**src/rtl/writeback_regfile_pkg.sv**
```systemverilog
// Shared CPU definitions for the writeback stage and the register file.
package writeback_regfile_pkg;

    localparam int CPU_DATA_W   = 32;
    localparam int CPU_NUM_REGS = 32;
    localparam int REG_ADDR_W   = 5;

    localparam logic [REG_ADDR_W-1:0] ZERO_REG = '0;

    // A writeback only commits when enabled and aimed at a real register.
    function automatic logic is_live_write(input logic                  we,
                                           input logic [REG_ADDR_W-1:0] rd);
        return we && (rd != ZERO_REG);
    endfunction

endpackage

```
**src/rtl/regfile_array.sv**
```systemverilog
// Raw register storage: one write port, two combinational read ports.
// No zero-register or bypass handling here; the writeback stage owns that.
module regfile_array
    import writeback_regfile_pkg::*;
#(
    parameter int DATA_W   = CPU_DATA_W,
    parameter int NUM_REGS = CPU_NUM_REGS
) (
    input  logic                  clk_i,
    input  logic                  rst_i,
    input  logic                  we_i,
    input  logic [REG_ADDR_W-1:0] waddr_i,
    input  logic [DATA_W-1:0]     wdata_i,
    input  logic [REG_ADDR_W-1:0] raddr_a_i,
    input  logic [REG_ADDR_W-1:0] raddr_b_i,
    output logic [DATA_W-1:0]     rdata_a_o,
    output logic [DATA_W-1:0]     rdata_b_o
);

    logic [DATA_W-1:0] mem_q [NUM_REGS];

    // Storage update; reset clears every entry immediately.
    // NOTE: this array is deliberately reset (architectural state must read 0
    // straight out of reset), so it maps to flops rather than a RAM macro.
    always_ff @(posedge clk_i or negedge rst_i) begin
        if (!rst_i) begin
            for (int i = 0; i < NUM_REGS; i++) begin
                mem_q[i] <= '0;
            end
        end else if (we_i && (int'(waddr_i) < NUM_REGS)) begin
            // NOTE: non-blocking so every flop samples pre-edge values.
            mem_q[waddr_i] <= wdata_i;
        end
    end

    // Asynchronous reads; addresses beyond NUM_REGS return 0.
    always_comb begin
        // NOTE: defaults first so no path through the block infers a latch.
        rdata_a_o = '0;
        rdata_b_o = '0;
        if (int'(raddr_a_i) < NUM_REGS) rdata_a_o = mem_q[raddr_a_i];
        if (int'(raddr_b_i) < NUM_REGS) rdata_b_o = mem_q[raddr_b_i];
    end

endmodule

```
**src/rtl/writeback_regfile.sv**
```systemverilog
// Writeback stage plus architectural register file: selects the writeback
// value, commits it, forwards it to same-cycle readers and counts retirements.
module writeback_regfile
    import writeback_regfile_pkg::*;
#(
    parameter int DATA_W   = CPU_DATA_W,
    parameter int NUM_REGS = CPU_NUM_REGS
) (
    input  logic                  clk_i,
    input  logic                  rst_i,
    input  logic                  RegWrite_i,
    input  logic                  MemtoReg_i,
    input  logic [DATA_W-1:0]     Data1_i,
    input  logic [DATA_W-1:0]     Data2_i,
    input  logic [REG_ADDR_W-1:0] RDaddr_i,
    input  logic [REG_ADDR_W-1:0] RSaddr_i,
    input  logic [REG_ADDR_W-1:0] RTaddr_i,
    output logic [DATA_W-1:0]     RSdata_o,
    output logic [DATA_W-1:0]     RTdata_o,
    output logic [DATA_W-1:0]     WBdata_o,
    output logic                  WBvalid_o,
    output logic [31:0]           retire_cnt_o
);

    logic [DATA_W-1:0] wb_data;
    logic              wb_valid;
    logic [DATA_W-1:0] raw_rs;
    logic [DATA_W-1:0] raw_rt;
    logic [31:0]       retire_cnt_q;
    logic [31:0]       retire_cnt_d;

    // Writeback source select and commit qualification.
    always_comb begin
        wb_data  = MemtoReg_i ? Data2_i : Data1_i;
        wb_valid = is_live_write(RegWrite_i, RDaddr_i);
    end

    regfile_array #(
        .DATA_W   (DATA_W),
        .NUM_REGS (NUM_REGS)
    ) u_array (
        .clk_i     (clk_i),
        .rst_i     (rst_i),
        .we_i      (wb_valid),
        .waddr_i   (RDaddr_i),
        .wdata_i   (wb_data),
        .raddr_a_i (RSaddr_i),
        .raddr_b_i (RTaddr_i),
        .rdata_a_o (raw_rs),
        .rdata_b_o (raw_rt)
    );

    // Read ports: same-cycle bypass of the committing write, then r0 masking.
    always_comb begin
        RSdata_o = raw_rs;
        RTdata_o = raw_rt;
        if (wb_valid && (RSaddr_i == RDaddr_i)) RSdata_o = wb_data;
        else if (RSaddr_i == ZERO_REG)          RSdata_o = '0;
        if (wb_valid && (RTaddr_i == RDaddr_i)) RTdata_o = wb_data;
        else if (RTaddr_i == ZERO_REG)          RTdata_o = '0;
    end

    // Retirement count advances once per committed write, wrapping naturally.
    always_comb begin
        retire_cnt_d = retire_cnt_q;
        if (wb_valid) retire_cnt_d = retire_cnt_q + 32'd1;
    end

    // Retirement counter register.
    always_ff @(posedge clk_i or negedge rst_i) begin
        if (!rst_i) retire_cnt_q <= '0;
        else        retire_cnt_q <= retire_cnt_d;
    end

    assign WBdata_o     = wb_data;
    assign WBvalid_o    = wb_valid;
    assign retire_cnt_o = retire_cnt_q;

endmodule

```
**config.mk**
```make
export PLATFORM = sky130hd
export DESIGN_NAME = writeback_regfile
export DESIGN_NICKNAME = d
export VERILOG_FILES = /design/src/rtl/writeback_regfile_pkg.sv /design/src/rtl/regfile_array.sv /design/src/rtl/writeback_regfile.sv
export SDC_FILE = /design/constraint.sdc
export NUM_CORES = 2
export LEC_CHECK = 0
export ABC_CLOCK_PERIOD_IN_PS = 4280
export CAP_MARGIN = 20
export CORE_MARGIN = 2
export CORE_UTILIZATION = 23
export CTS_CLUSTER_SIZE = 12
export DETAILED_ROUTE_END_ITERATION = 6
export PLACE_DENSITY = 0.35
export SYNTH_ARGS = -nofsm -noshare
export SYNTH_HDL_FRONTEND = slang
export SYNTH_SLANG_ARGS = --single-unit
```
**constraint.sdc**
```tcl
create_clock -name clk_i -period 4.28 [get_ports clk_i]
set_input_delay 0.856 -clock clk_i [delete_from_list [all_inputs] [get_ports clk_i]]
set_output_delay 0.856 -clock clk_i [all_outputs]
set_load 0.05 [all_outputs]
```
==> metrics.txt <==
run status=finished, violations left; failing checks=negative setup slack; wire length on met1=118000 um; Synth Cell Area=55400 um2; cts bufs inserted=around 140; YS warnings=0; Post-Syn Nets=5445; DR WL met3=around 9500 um; Vias=between 40000 and 50000; largest net degree at the start of global routing=93; crit end category=output pin; Die H=~490 um; Die X-Extent=~490 um; first-pass GRT wire length=approximately 360000 um; Synth cell types=55; fin crit period=~4.3 ns; Slew Limit Fails=0; Critical Path RT=approximately 3.4 ns; Final nets=~5700; most frequent cell after synthesis=dfrtp_1; Total GRT Usage=0.207; Synth top area share=0.477; Worst VDD drop=~0.00034 V; post-layout instance area=about 70000 um2; cell mode on critical path=buf_12; 1st-iter DRT viols=~3200; Clock Sinks=between 1000 and 1500; grt ovf=0; Post-synth top flop=dfrtp_1; DR vias/cell=around 5.0; Leakage=29.9 nW; Worst Tran Pin Value=between 1 and 1.5 ns; Area contributors post-synth=dfrtp_1 (48%), mux4_2 (11%), mux2i_1 (9.5%), a21oi_1 (6.4%), nor2_1 (4.3%); Setup Skew=between 0.01 and 0.015 ns; Max FO, Critical Path=12; Hold Path Class=input pin to async pin; max incr delay on CP=around 0.52 ns; Clock transition at path regs=approximately 0.06 ns; crit path kind=input pin to output pin; wirelength, routed=roughly 260000 um; initial antenna violation count=6; htree depth=4; Detailed Place HPWL=163000 um; WL met2=around 120000 um; Site Rows=180; clk buf depth=3; Port Buffer Count=approximately 210; CP Cell Sequence=clkdlybuf4s50_1, buf_12, nor2_4, buf_4, a221oi_1, a21oi_1, o21ai_1, a221o_1, buf_12; WL/cell=between 20 and 30 um; EDFF count, synth=0; Starting Density=0.231; Post-synth top cells=dfrtp_1 (1056), a21oi_1 (708), nor2_1 (636); I/O pin total=212; die footprint=between 200000 and 250000 um2; cell taking the most area after synthesis=dfrtp_1; register bit count reported by yosys=roughly 1100; Gate Count Post-Synth=around 5400; Post-Place Worst Slack=-0.142 ns; CTS root buf=clkbuf_16; Mean Syn Cell Area=10.3 um2; Core ar.=between 200000 and 250000 um2; ratio of cells with drive above 1 in the final layout=0.194; Achievable Freq=around 230 MHz; Max Cap Viol=0; clk_lat worst skew=between 0.7 and 0.8 ns; Routability Congestion=slightly above 0.8; worst path arrival time=3.43 ns; Rel. slew slack=0.280; # setup viols final=1; ANT nets after route=0; vias in the first global route=about 45000; final hold vios=0; asr flop ratio synth=1.00; area grow syn2layout=26.6%; Seq/Total Area, Yosys=0.477; final worst setup slack=-0.00998 ns; CTS tree=built; period utilization=1.00; TritonRoute pass-1 iters=5; delay-heaviest family, CP=compound AO/OA/AOI/OAI gates; Bufs and invs on worst path=4; drt drc=0; CP max-delay cell=o21ai_1; dpl cell area=around 65000 um2; Max Used Layer=met4; Power Density=just under 500 nW/um2; startpoint types=input pin
==> final cells by class <==
cell class,count,area [um2]
diodes,4,10.0
well taps,3185,3990
repair buffers,651,7730
multi-input cells,3658,27000
clock inverters,47,652
flip-flops and latches,1056,26400
inverters,85,323
fillers,25000,170000
clock buffers,200,4030
==> registers in the layout (all words and copies together) (netlist names) <==
name / cells
u_array.mem_q: 1024
retire_cnt_o: 32
==> final timing paths <==
check,startpoint,to,slack (ns),depth (start not counted)
setup / recovery,RSaddr_i[2],RSdata_o[9],-0.01,9
hold / removal,rst_i,u_array.mem_q[463],0.09,1
setup reg to reg,retire_cnt_o[0],retire_cnt_o[12],2.20,7
hold reg to reg,u_array.mem_q[992],u_array.mem_q[992],0.40,0
max in group asynchronous,rst_i,u_array.mem_q[450],2.99,3
min in group clk_i,u_array.mem_q[992],u_array.mem_q[992],0.40,0
==> worst reg2reg max path, cell delays in order, from the launching register on <==
cell,delay (ns)
dfrtp_1,0.41
ha_1,0.22
and2_1,0.41
o2111ai_1,0.20
buf_4,0.22
nor2_1,0.25
nand3_1,0.13
xnor2_1,0.13
==> kinds of logic after synthesis <==
kind of cell | after synthesis | synth area share
buffers and inverters | 647 | 0.0476
flip-flops | 1056 | 0.477
AND/OR/NAND/NOR | 1154 | 0.0824
XOR/XNOR | 41 | 0.00648
AO/OA/AOI/OAI | 1669 | 0.183
multiplexers | 793 | 0.203
adder cells (fa/ha/maj) | 1 | 0.000226
==> power by group <==
part	internal [mW]	switching, mW
logic	4.05	4.79
registers	12.1	1.68
clock network	7.09	5.04
total	23.3	11.5
==> timing repair <==
item,in CTS,in global routing
setup buffers,5,1
gates cloned,1,2
hold buffers,0,0
setup endpoints to repair,53,28
resized for setup,6,10
pin swaps,4,3
==> stage by stage <==
stage	hold slack [ns]	TNS, ns	utilization	total power [mW]	instances
2_1_floorplan	0.441	0	-	18.9	5361
4_1_cts	0.0965	0	0.292	35.2	8879
3_3_place_gp	0.377	-4.47	0.272	22.7	8625
6_report	0.0942	-0.00998	0.292	34.8	8886
3_5_place_dp	0.384	-2.75	0.272	22.8	8626
5_1_grt	0.0904	-0.00450	0.292	36.6	8884
==> per-layer routing <==
metal  vias up  GRT usage
li1      20000          -
met1     23000      0.288
met2      1071      0.341
met3       249     0.0236
met4         0     0.0519
met5         -          0
==> placed cells by master, fill, tap and decap left out, types with 23 or more instances in the layout <==
cell type        Yosys  final
dfrtp_1           1056   1056
a21oi_1            708    708
nor2_1             636    620
mux2i_1            528    496
o21ai_0            455    452
nand2_1            432    421
buf_4               18    329
mux4_2             265    265
buf_12               0    192
a221oi_1           169    168
clkbuf_16            0    141
clkdlybuf4s50_1      0    115
a221o_1             85     85
inv_1               84     82
a22oi_1             63     63
xnor2_1             33     33
o22a_1              33     33
a21boi_0            32     32
clkbuf_8             0     32
o21bai_1            31     31
clkbuf_1           419     29
o22ai_1             25     25
mux2i_4              0     23
Power figures use the tool's default switching activity.
